[config.mk]
export PLATFORM = sky130hd
export DESIGN_NAME = soc_mem_arbiter
export DESIGN_NICKNAME = d
export VERILOG_FILES = /design/src/rtl/soc_mem_pkg.sv /design/src/rtl/soc_mem_rdmux.sv /design/src/rtl/soc_mem_arbiter.sv
export SDC_FILE = /design/constraint.sdc
export NUM_CORES = 1
export LEC_CHECK = 0
export ABC_CLOCK_PERIOD_IN_PS = 1910
export CELL_PAD_IN_SITES_DETAIL_PLACEMENT = 1
export CELL_PAD_IN_SITES_GLOBAL_PLACEMENT = 2
export CORE_MARGIN = 2
export CORE_UTILIZATION = 10
export CTS_CLUSTER_SIZE = 16
export DETAILED_ROUTE_END_ITERATION = 10
export PLACE_DENSITY_LB_ADDON = 0.1
export REMOVE_ABC_BUFFERS = 1
export SYNTH_ARGS = -nofsm -noshare
export SYNTH_HDL_FRONTEND = slang
export SYNTH_HIERARCHICAL = 1
export SYNTH_SLANG_ARGS = --single-unit
[constraint.sdc]
create_clock -name clk -period 1.91 [get_ports clk]
set_clock_uncertainty 0.15 [all_clocks]
set_input_delay 0.191 -clock clk [delete_from_list [all_inputs] [get_ports clk]]
set_output_delay 0.191 -clock clk [all_outputs]
set_load 0.02 [all_outputs]
[src/rtl/soc_mem_pkg.sv]
// Shared definitions for the RISCVSoC data-memory arbiter.
//   - arb_state_e : arbitration FSM states (IDLE / CPU / ACC_BURST)
//   - owner_e     : tag recording which requester owns the pending read return
//   - ADDR_W_DEF / DATA_W_DEF : default address and data widths
package soc_mem_pkg;

  localparam int ADDR_W_DEF = 32;
  localparam int DATA_W_DEF = 32;

  typedef enum logic [1:0] {
    ST_IDLE      = 2'd0,
    ST_CPU       = 2'd1,
    ST_ACC_BURST = 2'd2
  } arb_state_e;

  typedef enum logic [1:0] {
    OWN_NONE = 2'd0,
    OWN_CPU  = 2'd1,
    OWN_ACC  = 2'd2
  } owner_e;

endpackage

[src/rtl/soc_mem_rdmux.sv]
// Read-return steering for the shared data memory.
// Registers which requester issued the read granted this cycle and, one cycle
// later, routes mem_rdata to that requester with its rvalid. The requester
// that does not own the return sees rdata = 0.
//   clk, rst            : clock, asynchronous active-high reset
//   cpu_gnt, acc_gnt    : grants issued this cycle (at most one high)
//   mem_we              : write enable of the access presented this cycle
//   mem_rdata           : memory read data (valid one cycle after a read)
//   cpu_rvalid/cpu_rdata: CPU read return
//   acc_rvalid/acc_rdata: accelerator read return
module soc_mem_rdmux
  import soc_mem_pkg::*;
#(
  parameter int DATA_W = DATA_W_DEF
) (
  input  logic              clk,
  input  logic              rst,
  input  logic              cpu_gnt,
  input  logic              acc_gnt,
  input  logic              mem_we,
  input  logic [DATA_W-1:0] mem_rdata,
  output logic              cpu_rvalid,
  output logic [DATA_W-1:0] cpu_rdata,
  output logic              acc_rvalid,
  output logic [DATA_W-1:0] acc_rdata
);

  owner_e owner_p0;
  owner_e owner_p1;

  // Stage p0: tag the read accepted this cycle; writes leave no tag.
  always_comb begin
    owner_p0 = OWN_NONE;
    if (!mem_we) begin
      if (cpu_gnt) begin
        owner_p0 = OWN_CPU;
      end else if (acc_gnt) begin
        owner_p0 = OWN_ACC;
      end
    end
  end

  // Stage p1: tag lines up with the memory's registered read data.
  // Reset drops any pending return so no rvalid appears after release.
  always_ff @(posedge clk or posedge rst) begin
    if (rst) begin
      owner_p1 <= OWN_NONE;
    end else begin
      owner_p1 <= owner_p0;
    end
  end

  assign cpu_rvalid = (owner_p1 == OWN_CPU);
  assign acc_rvalid = (owner_p1 == OWN_ACC);
  assign cpu_rdata  = cpu_rvalid ? mem_rdata : '0;
  assign acc_rdata  = acc_rvalid ? mem_rdata : '0;

endmodule

[src/rtl/soc_mem_arbiter.sv]
// Per-cycle arbiter sharing the single-port data memory between the CPU
// load/store port and the accelerator DMA port.
//   - CPU has priority; the accelerator wins when the CPU is idle or after
//     STARVE_LIM consecutive CPU grants while it was waiting.
//   - The accelerator may lock the port for a burst of up to MAX_BURST beats.
//   - debug blocks new accelerator grants (an in-flight burst beat completes
//     and the burst is then released); the CPU is still served.
// Ports:
//   clk, rst                         : clock, asynchronous active-high reset
//   debug                            : freeze accelerator traffic
//   cpu_req/we/addr/wdata, cpu_gnt   : CPU request channel and grant
//   cpu_rvalid/cpu_rdata             : CPU read return (one cycle after grant)
//   acc_req/lock/we/addr/wdata, acc_gnt : accelerator request channel, grant
//   acc_rvalid/acc_rdata             : accelerator read return
//   mem_en/we/addr/wdata, mem_rdata  : single-port memory interface
module soc_mem_arbiter
  import soc_mem_pkg::*;
#(
  parameter int ADDR_W     = ADDR_W_DEF,
  parameter int DATA_W     = DATA_W_DEF,
  parameter int MAX_BURST  = 8,
  parameter int STARVE_LIM = 4
) (
  input  logic              clk,
  input  logic              rst,
  input  logic              debug,
  input  logic              cpu_req,
  input  logic              cpu_we,
  input  logic [ADDR_W-1:0] cpu_addr,
  input  logic [DATA_W-1:0] cpu_wdata,
  output logic              cpu_gnt,
  output logic              cpu_rvalid,
  output logic [DATA_W-1:0] cpu_rdata,
  input  logic              acc_req,
  input  logic              acc_lock,
  input  logic              acc_we,
  input  logic [ADDR_W-1:0] acc_addr,
  input  logic [DATA_W-1:0] acc_wdata,
  output logic              acc_gnt,
  output logic              acc_rvalid,
  output logic [DATA_W-1:0] acc_rdata,
  output logic              mem_en,
  output logic              mem_we,
  output logic [ADDR_W-1:0] mem_addr,
  output logic [DATA_W-1:0] mem_wdata,
  input  logic [DATA_W-1:0] mem_rdata
);

  localparam int SW = $clog2(STARVE_LIM + 1);
  localparam int BW = $clog2(MAX_BURST + 1);
  localparam logic [SW-1:0] STARVE_MAX = SW'(STARVE_LIM);
  localparam logic [BW-1:0] BURST_LAST = BW'(MAX_BURST - 1);
  // A lock is only worth entering when the burst can hold more than one beat.
  localparam bit LOCK_OK = (MAX_BURST > 1);

  arb_state_e      state_q, state_d;
  logic [SW-1:0]   starve_q, starve_d;
  logic [BW-1:0]   burst_q, burst_d;
  logic            acc_win;

  // Accelerator beats the CPU only when the CPU is idle or it has waited
  // STARVE_LIM CPU grants in a row.
  assign acc_win = acc_req && !debug && (!cpu_req || (starve_q == STARVE_MAX));

  always_comb begin
    state_d  = state_q;
    starve_d = starve_q;
    burst_d  = burst_q;
    cpu_gnt  = 1'b0;
    acc_gnt  = 1'b0;
    // Grants are combinational; holding them low during reset keeps the
    // memory strobe quiet while rst is asserted.
    if (!rst) begin
      case (state_q)
        ST_ACC_BURST: begin
          starve_d = '0;
          acc_gnt  = acc_req;
          if (acc_req) begin
            burst_d = burst_q + 1'b1;
          end
          // Release on idle, lock drop, debug, or the final permitted beat.
          if (!acc_req || !acc_lock || debug || (burst_q == BURST_LAST)) begin
            state_d = ST_IDLE;
            burst_d = '0;
          end
        end
        default: begin
          if (acc_win) begin
            acc_gnt  = 1'b1;
            starve_d = '0;
            if (acc_lock && LOCK_OK) begin
              state_d = ST_ACC_BURST;
              burst_d = BW'(1);
            end else begin
              state_d = ST_IDLE;
            end
          end else if (cpu_req) begin
            cpu_gnt = 1'b1;
            state_d = ST_CPU;
            if (acc_req) begin
              starve_d = (starve_q == STARVE_MAX) ? starve_q : starve_q + 1'b1;
            end else begin
              starve_d = '0;
            end
          end else begin
            state_d  = ST_IDLE;
            starve_d = '0;
          end
        end
      endcase
    end
  end

  always_ff @(posedge clk or posedge rst) begin
    if (rst) begin
      state_q  <= ST_IDLE;
      starve_q <= '0;
      burst_q  <= '0;
    end else begin
      state_q  <= state_d;
      starve_q <= starve_d;
      burst_q  <= burst_d;
    end
  end

  assign mem_en    = cpu_gnt | acc_gnt;
  assign mem_we    = acc_gnt ? acc_we    : (cpu_gnt ? cpu_we    : 1'b0);
  assign mem_addr  = acc_gnt ? acc_addr  : (cpu_gnt ? cpu_addr  : '0);
  assign mem_wdata = acc_gnt ? acc_wdata : (cpu_gnt ? cpu_wdata : '0);

  soc_mem_rdmux #(
    .DATA_W(DATA_W)
  ) u_rdmux (
    .clk       (clk),
    .rst       (rst),
    .cpu_gnt   (cpu_gnt),
    .acc_gnt   (acc_gnt),
    .mem_we    (mem_we),
    .mem_rdata (mem_rdata),
    .cpu_rvalid(cpu_rvalid),
    .cpu_rdata (cpu_rdata),
    .acc_rvalid(acc_rvalid),
    .acc_rdata (acc_rdata)
  );

endmodule

Word level (Yosys, flattened, before mapping)

Cells that the tools add are included.

Output and inout port bits: 134
Bits of input ports: 168
Logic and storage cells: 64
Flip-flop bits (word level): 11

Add/subtract/negate cells: 2
Reduce and logical (&&, ||, !) cells: 15
Bitwise logic cells: 2
Multiplexer cells: 33
Equality and inequality tests: 8

Operators by type and width:

| kind                  | count |
|---|---|
| $mux W32              | 6 |
| $mux W4               | 5 |
| $mux W3               | 5 |
| $mux W2               | 7 |
| $mux W1               | 10 |
| $ne A5 B4 Y1 const B  | 1 |
| $add A4 B1 Y4 const B | 1 |
| $eq A2 B2 Y1 const B  | 2 |
| $eq A4 B3 Y1 const B  | 1 |
| $logic_not A1 Y1      | 4 |
| $logic_or A1 B1 Y1    | 4 |
| $reduce_and A2 Y1     | 2 |
| $reduce_and A4 Y1     | 1 |
| $reduce_bool A2 Y1    | 2 |
| $add A3 B1 Y3 const B | 1 |
| $eq A3 B3 Y1 const B  | 1 |
| $ne A3 B3 Y1 const B  | 1 |
| $eq A2 B1 Y1 const B  | 1 |
| $logic_and A1 B1 Y1   | 2 |
| $ne A2 B2 Y1 const B  | 1 |
| $not A1 Y1            | 1 |
| $or A1 B1 Y1          | 1 |

Logic depth before layout (Yosys ltp)

Depth after elaboration: 9
Mapped depth: 8
Gate-level depth less buffers: 7

Modules after synthesis

Netlist, hierarchy kept.

By module, submodules not included:

| module          | cells an instance | times used | area an instance (um^2) | sequential area each (um^2) |
|---|---|---|---|---|
| soc_mem_arbiter | 143               | 1          | 1255.0                  | 225.2 |
| soc_mem_rdmux   | 85                | 1          | 768.2                   | 50.0 |

Least setup slack after synthesis

Ideal clock, no wire load.

Kind: register -> output
Start: register starve_q[0]
End: output mem_addr[22]
Cell stages (with the launch flop): 9
Buffers on the path: 2
Required time: 1569 ps
Arrival time: 1603 ps
Slack: -34 ps
Cell sequence: dfrtp_1 inv_1 ha_1 a21bo_2 a21oi_1 nor3_2 buf_4 buf_6 a22o_1

Word-level cells in the longest chain between the ends: 8
Elaborated cells on any way between the ends: 11
Those cells by class: 1 x eq/ne; 8 x mux; 2 x reduce/logical

RTL lines:

| item                     | RTL line               | RTL |
|---|---|---|
| start: declaration       | soc_mem_arbiter.sv:57  | `logic [SW-1:0] starve_q, starve_d;` |
| start signal: assignment | soc_mem_arbiter.sv:121 | `starve_q <= starve_d;` |
| $eq A3 B3 Y1 *           | soc_mem_arbiter.sv:63  | `assign acc_win = acc_req && !debug && (!cpu_req \|\| (starve_q == STARVE_MAX));` |
| $logic_or A1 B1 Y1 *     | soc_mem_arbiter.sv:63  |  |
| $logic_and A1 B1 Y1 *    | soc_mem_arbiter.sv:63  |  |
| $mux W1                  | soc_mem_arbiter.sv:88  | `if (acc_win) begin` |
| $mux W1                  | soc_mem_arbiter.sv:74  | `case (state_q)` |
| $mux W1                  | soc_mem_arbiter.sv:73  | `if (!rst) begin` |
| $mux W32                 | soc_mem_arbiter.sv:128 | `assign mem_addr = acc_gnt ? acc_addr : (cpu_gnt ? cpu_addr : '0);` |
| $mux W32 *               | soc_mem_arbiter.sv:128 |  |
| end: declaration         | soc_mem_arbiter.sv:44  | `output logic [ADDR_W-1:0] mem_addr,` |

Every way passes the cells marked *; elsewhere a longest branch is shown, timed or not.

Worst setup path in the final report

Start: register starve_q[0]
End: output mem_addr[3]

The elaborated chain is that of the path after synthesis.

==> impl_metrics.tcl <==
set metrics [dict create \
    synth_warnings 6 \
    powerDensity_nw_per_um2 324 \
    required_ns 1.57 \
    syn_inst 228 \
    reg2reg_depth 10 \
    detailedRoute.firstIterationViolations 48 \
    period_needed_ns 2.34 \
    finalWirelength_um 15600 \
    nets 719 \
    insertion_delay_ns 0.24 \
    h-tree-depth 1 \
    worst_pin_slew_ns 0.365 \
    stdcell_area_um2 5770 \
    grt_pass1_vias 3433 \
    worstPathArrival_ns 2.00 \
    violations "setup timing" \
    grt_usage_pct 13.0 \
    seq_area_um2 275 \
    vias 3235 \
    worstHoldPathType "in -> async" \
    synth_area_leaders "a22o_1 28%, and3b_1 28%, dfrtp_1 14%, buf_6 8.3%, buf_2 2.5%" \
    netlist_area_um2 2020 \
    core_um2 20000 \
    postRouteAntennaNets 0 \
    grt_pass1_wl_um 21200 \
    initial_core_util_pct 10.1 \
    status "finished with violations" \
    clk_pin_slew_ns 0.04 \
    area_delta_synth_final_pct 185 \
    utilization_pct 28.8 \
    grt_max_degree 67 \
    final_common_cell "clkdlybuf4s50_1" \
    clockBufferDepth 2 \
    synth_top_cell_by_area "a22o_1" \
    use_met3_pct 6.03 \
    rsz0062_at_grt "yes" \
    diodes 0 \
    globalplace.congestion 0.741 \
    die_width_um 146 \
    cp-end-kind "primary output" \
    num-fill-cells 2395 \
    worst_slack_ns -0.435 \
    irDropWorstVdd_mv 0.167 \
    slew_headroom_pct 75.3 \
    cts_made_buffers 3 \
    cts.sinks 11 \
    place_area_um2 5380 \
    fmax_mhz 427 \
    cap_violations 0 \
    place_ws_ns -0.762 \
    ys_seq_area_share_pct 13.6 \
    dieArea_um2 21400 \
    start_kind "register" \
    worstSetupPathType "reg -> out" \
    avgSynthCellArea_um2 8.87 \
    period_share_pct 123 \
    grt_remaining_overflow 0 \
    post-dp-hpwl_um 12200 \
    remaining_drc_errors 0 \
    netlist.area_leader.share_pct 28.1 \
    io_buffer_count 301 \
    maxSlewViolCount 0 \
    path_max_fanout 7 \
    busiest_layer "met2" \
    finalHoldViolations 0 \
    drive_gt1_share_pct 24.5 \
    ios 302 \
    clock-root-buffer "clkbuf_16" \
    firstDrtPassIters 4 \
    viasPerCell 3.96 \
    layout_common_cells "167 x clkdlybuf4s50_1, 65 x dlygate4sd2_1, 64 x and3b_1, 59 x a22o_1, 48 x buf_6" \
    r2r_setup_slack_ns -0.13 \
    synth.distinct_cells 36 \
    met2_usage_pct 27.7 \
    antenna_found_initial 1 \
    grtUsageMet1_pct 11.1 \
    synth-seq-cells 11 \
    wl_per_cell_um 19.2 \
    rows 52 \
    setup_viol 70 \
    multiInputGateArea_um2 1590 \
    p_leak_nw 2.90 \
    cts_tree "built" \
    dieHeight_um 146 \
]
==> sequential cells by signal, summed over array words and instances, names as in the netlist <==
register and cells:
burst_q 4, state_q 2, u_rdmux/owner_p1 2, starve_q 3
==> synthesized netlist by cell type <==
cell / number
nor4_1: 1
dfrtp_1: 11
nor3b_1: 1
o31a_1: 1
nor4bb_1: 1
nor3_2: 2
o21ai_0: 4
nand3b_1: 1
a21o_1: 1
a41oi_1: 1
nor4b_1: 1
a311oi_2: 1
inv_2: 1
nand2b_1: 1
nand2_1: 8
o41ai_1: 1
nand3_1: 3
clkbuf_1: 2
buf_6: 15
nor2b_4: 1
nor3_1: 3
and3b_1: 64
o21ai_1: 3
a21oi_1: 4
a21bo_2: 1
mux2i_1: 1
buf_2: 10
a211o_1: 1
nor2b_1: 3
inv_1: 7
ha_1: 3
a22o_1: 65
a22oi_1: 1
nor2_1: 1
buf_4: 2
or2_1: 1
==> per-stage QoR <==
stage	hold slack [ns]	TNS (ns)	std cells	total power [mW]
6_report	0.356	-24.62	817	1.87
5_1_grt	0.387	-29.75	817	1.97
4_1_cts	0.364	-25.25	807	1.84
3_5_place_dp	0.387	-45.63	795	1.43
3_3_place_gp	0.354	-42.84	795	1.42
2_1_floorplan	-0.218	-129.91	199	0.670
==> repair_timing <==
action                     CTS  global route
setup endpoints to repair  136            71
resized for setup          390            59
hold buffers                 0             0
cloned                       4             5
pin swaps                    7             9
setup buffers                4             8
==> kinds of logic after synthesis <==
kind of cell             synth area share [%]
AND/OR/NAND/NOR                          36.1
multiplexers                            0.495
buffers and inverters                    13.4
adder cells (fa/ha/maj)                  1.86
flip-flops                               13.6
AO/OA/AOI/OAI                            34.6
==> layout make-up <==
| type | instances | area share, % |
|---|---|---|
| repair buffers | 344 | 60.0 |
| multi-input cells | 180 | 27.5 |
| well taps | 270 | 5.86 |
| flip-flops and latches | 11 | 4.77 |
| clock buffers | 4 | 1.37 |
| inverters | 8 | 0.521 |
==> final timing paths <==
check                            start                  end
max                        starve_q[0]          mem_addr[3]
max in group asynchronous          rst           burst_q[3]
min reg2reg                 burst_q[2]           burst_q[2]
min                                rst  u_rdmux/owner_p1[0]
max reg2reg                starve_q[0]  u_rdmux/owner_p1[1]
min in group clk            burst_q[2]           burst_q[2]
==> power breakdown <==
group          internal [mW]  total [mW]  switching (mW)
clock                  0.280       0.380           0.100
sequential             0.252       0.270          0.0173
combinational          0.709        1.22           0.510
total                   1.24        1.87           0.627
==> worst max-delay path: stages (launching register included) <==
cell and delay [ns]:
dfrtp_1 0.35, inv_2 0.06, ha_4 0.17, a21bo_4 0.22
a21oi_4 0.17, nor3_4 0.05, buf_12 0.15, buf_16 0.14
buf_12 0.12, a22o_1 0.17, buf_2 0.16
==> per-layer routing <==
metal	share of wire, %	wire length, um	vias to the layer above
met5	0.077	12	-
met3	11	1790	6
met4	0.39	61	2
met2	56	8740	173
met1	32	5050	1518
li1	-	-	1536
Note: power is estimated with default switching activity, not from simulation.
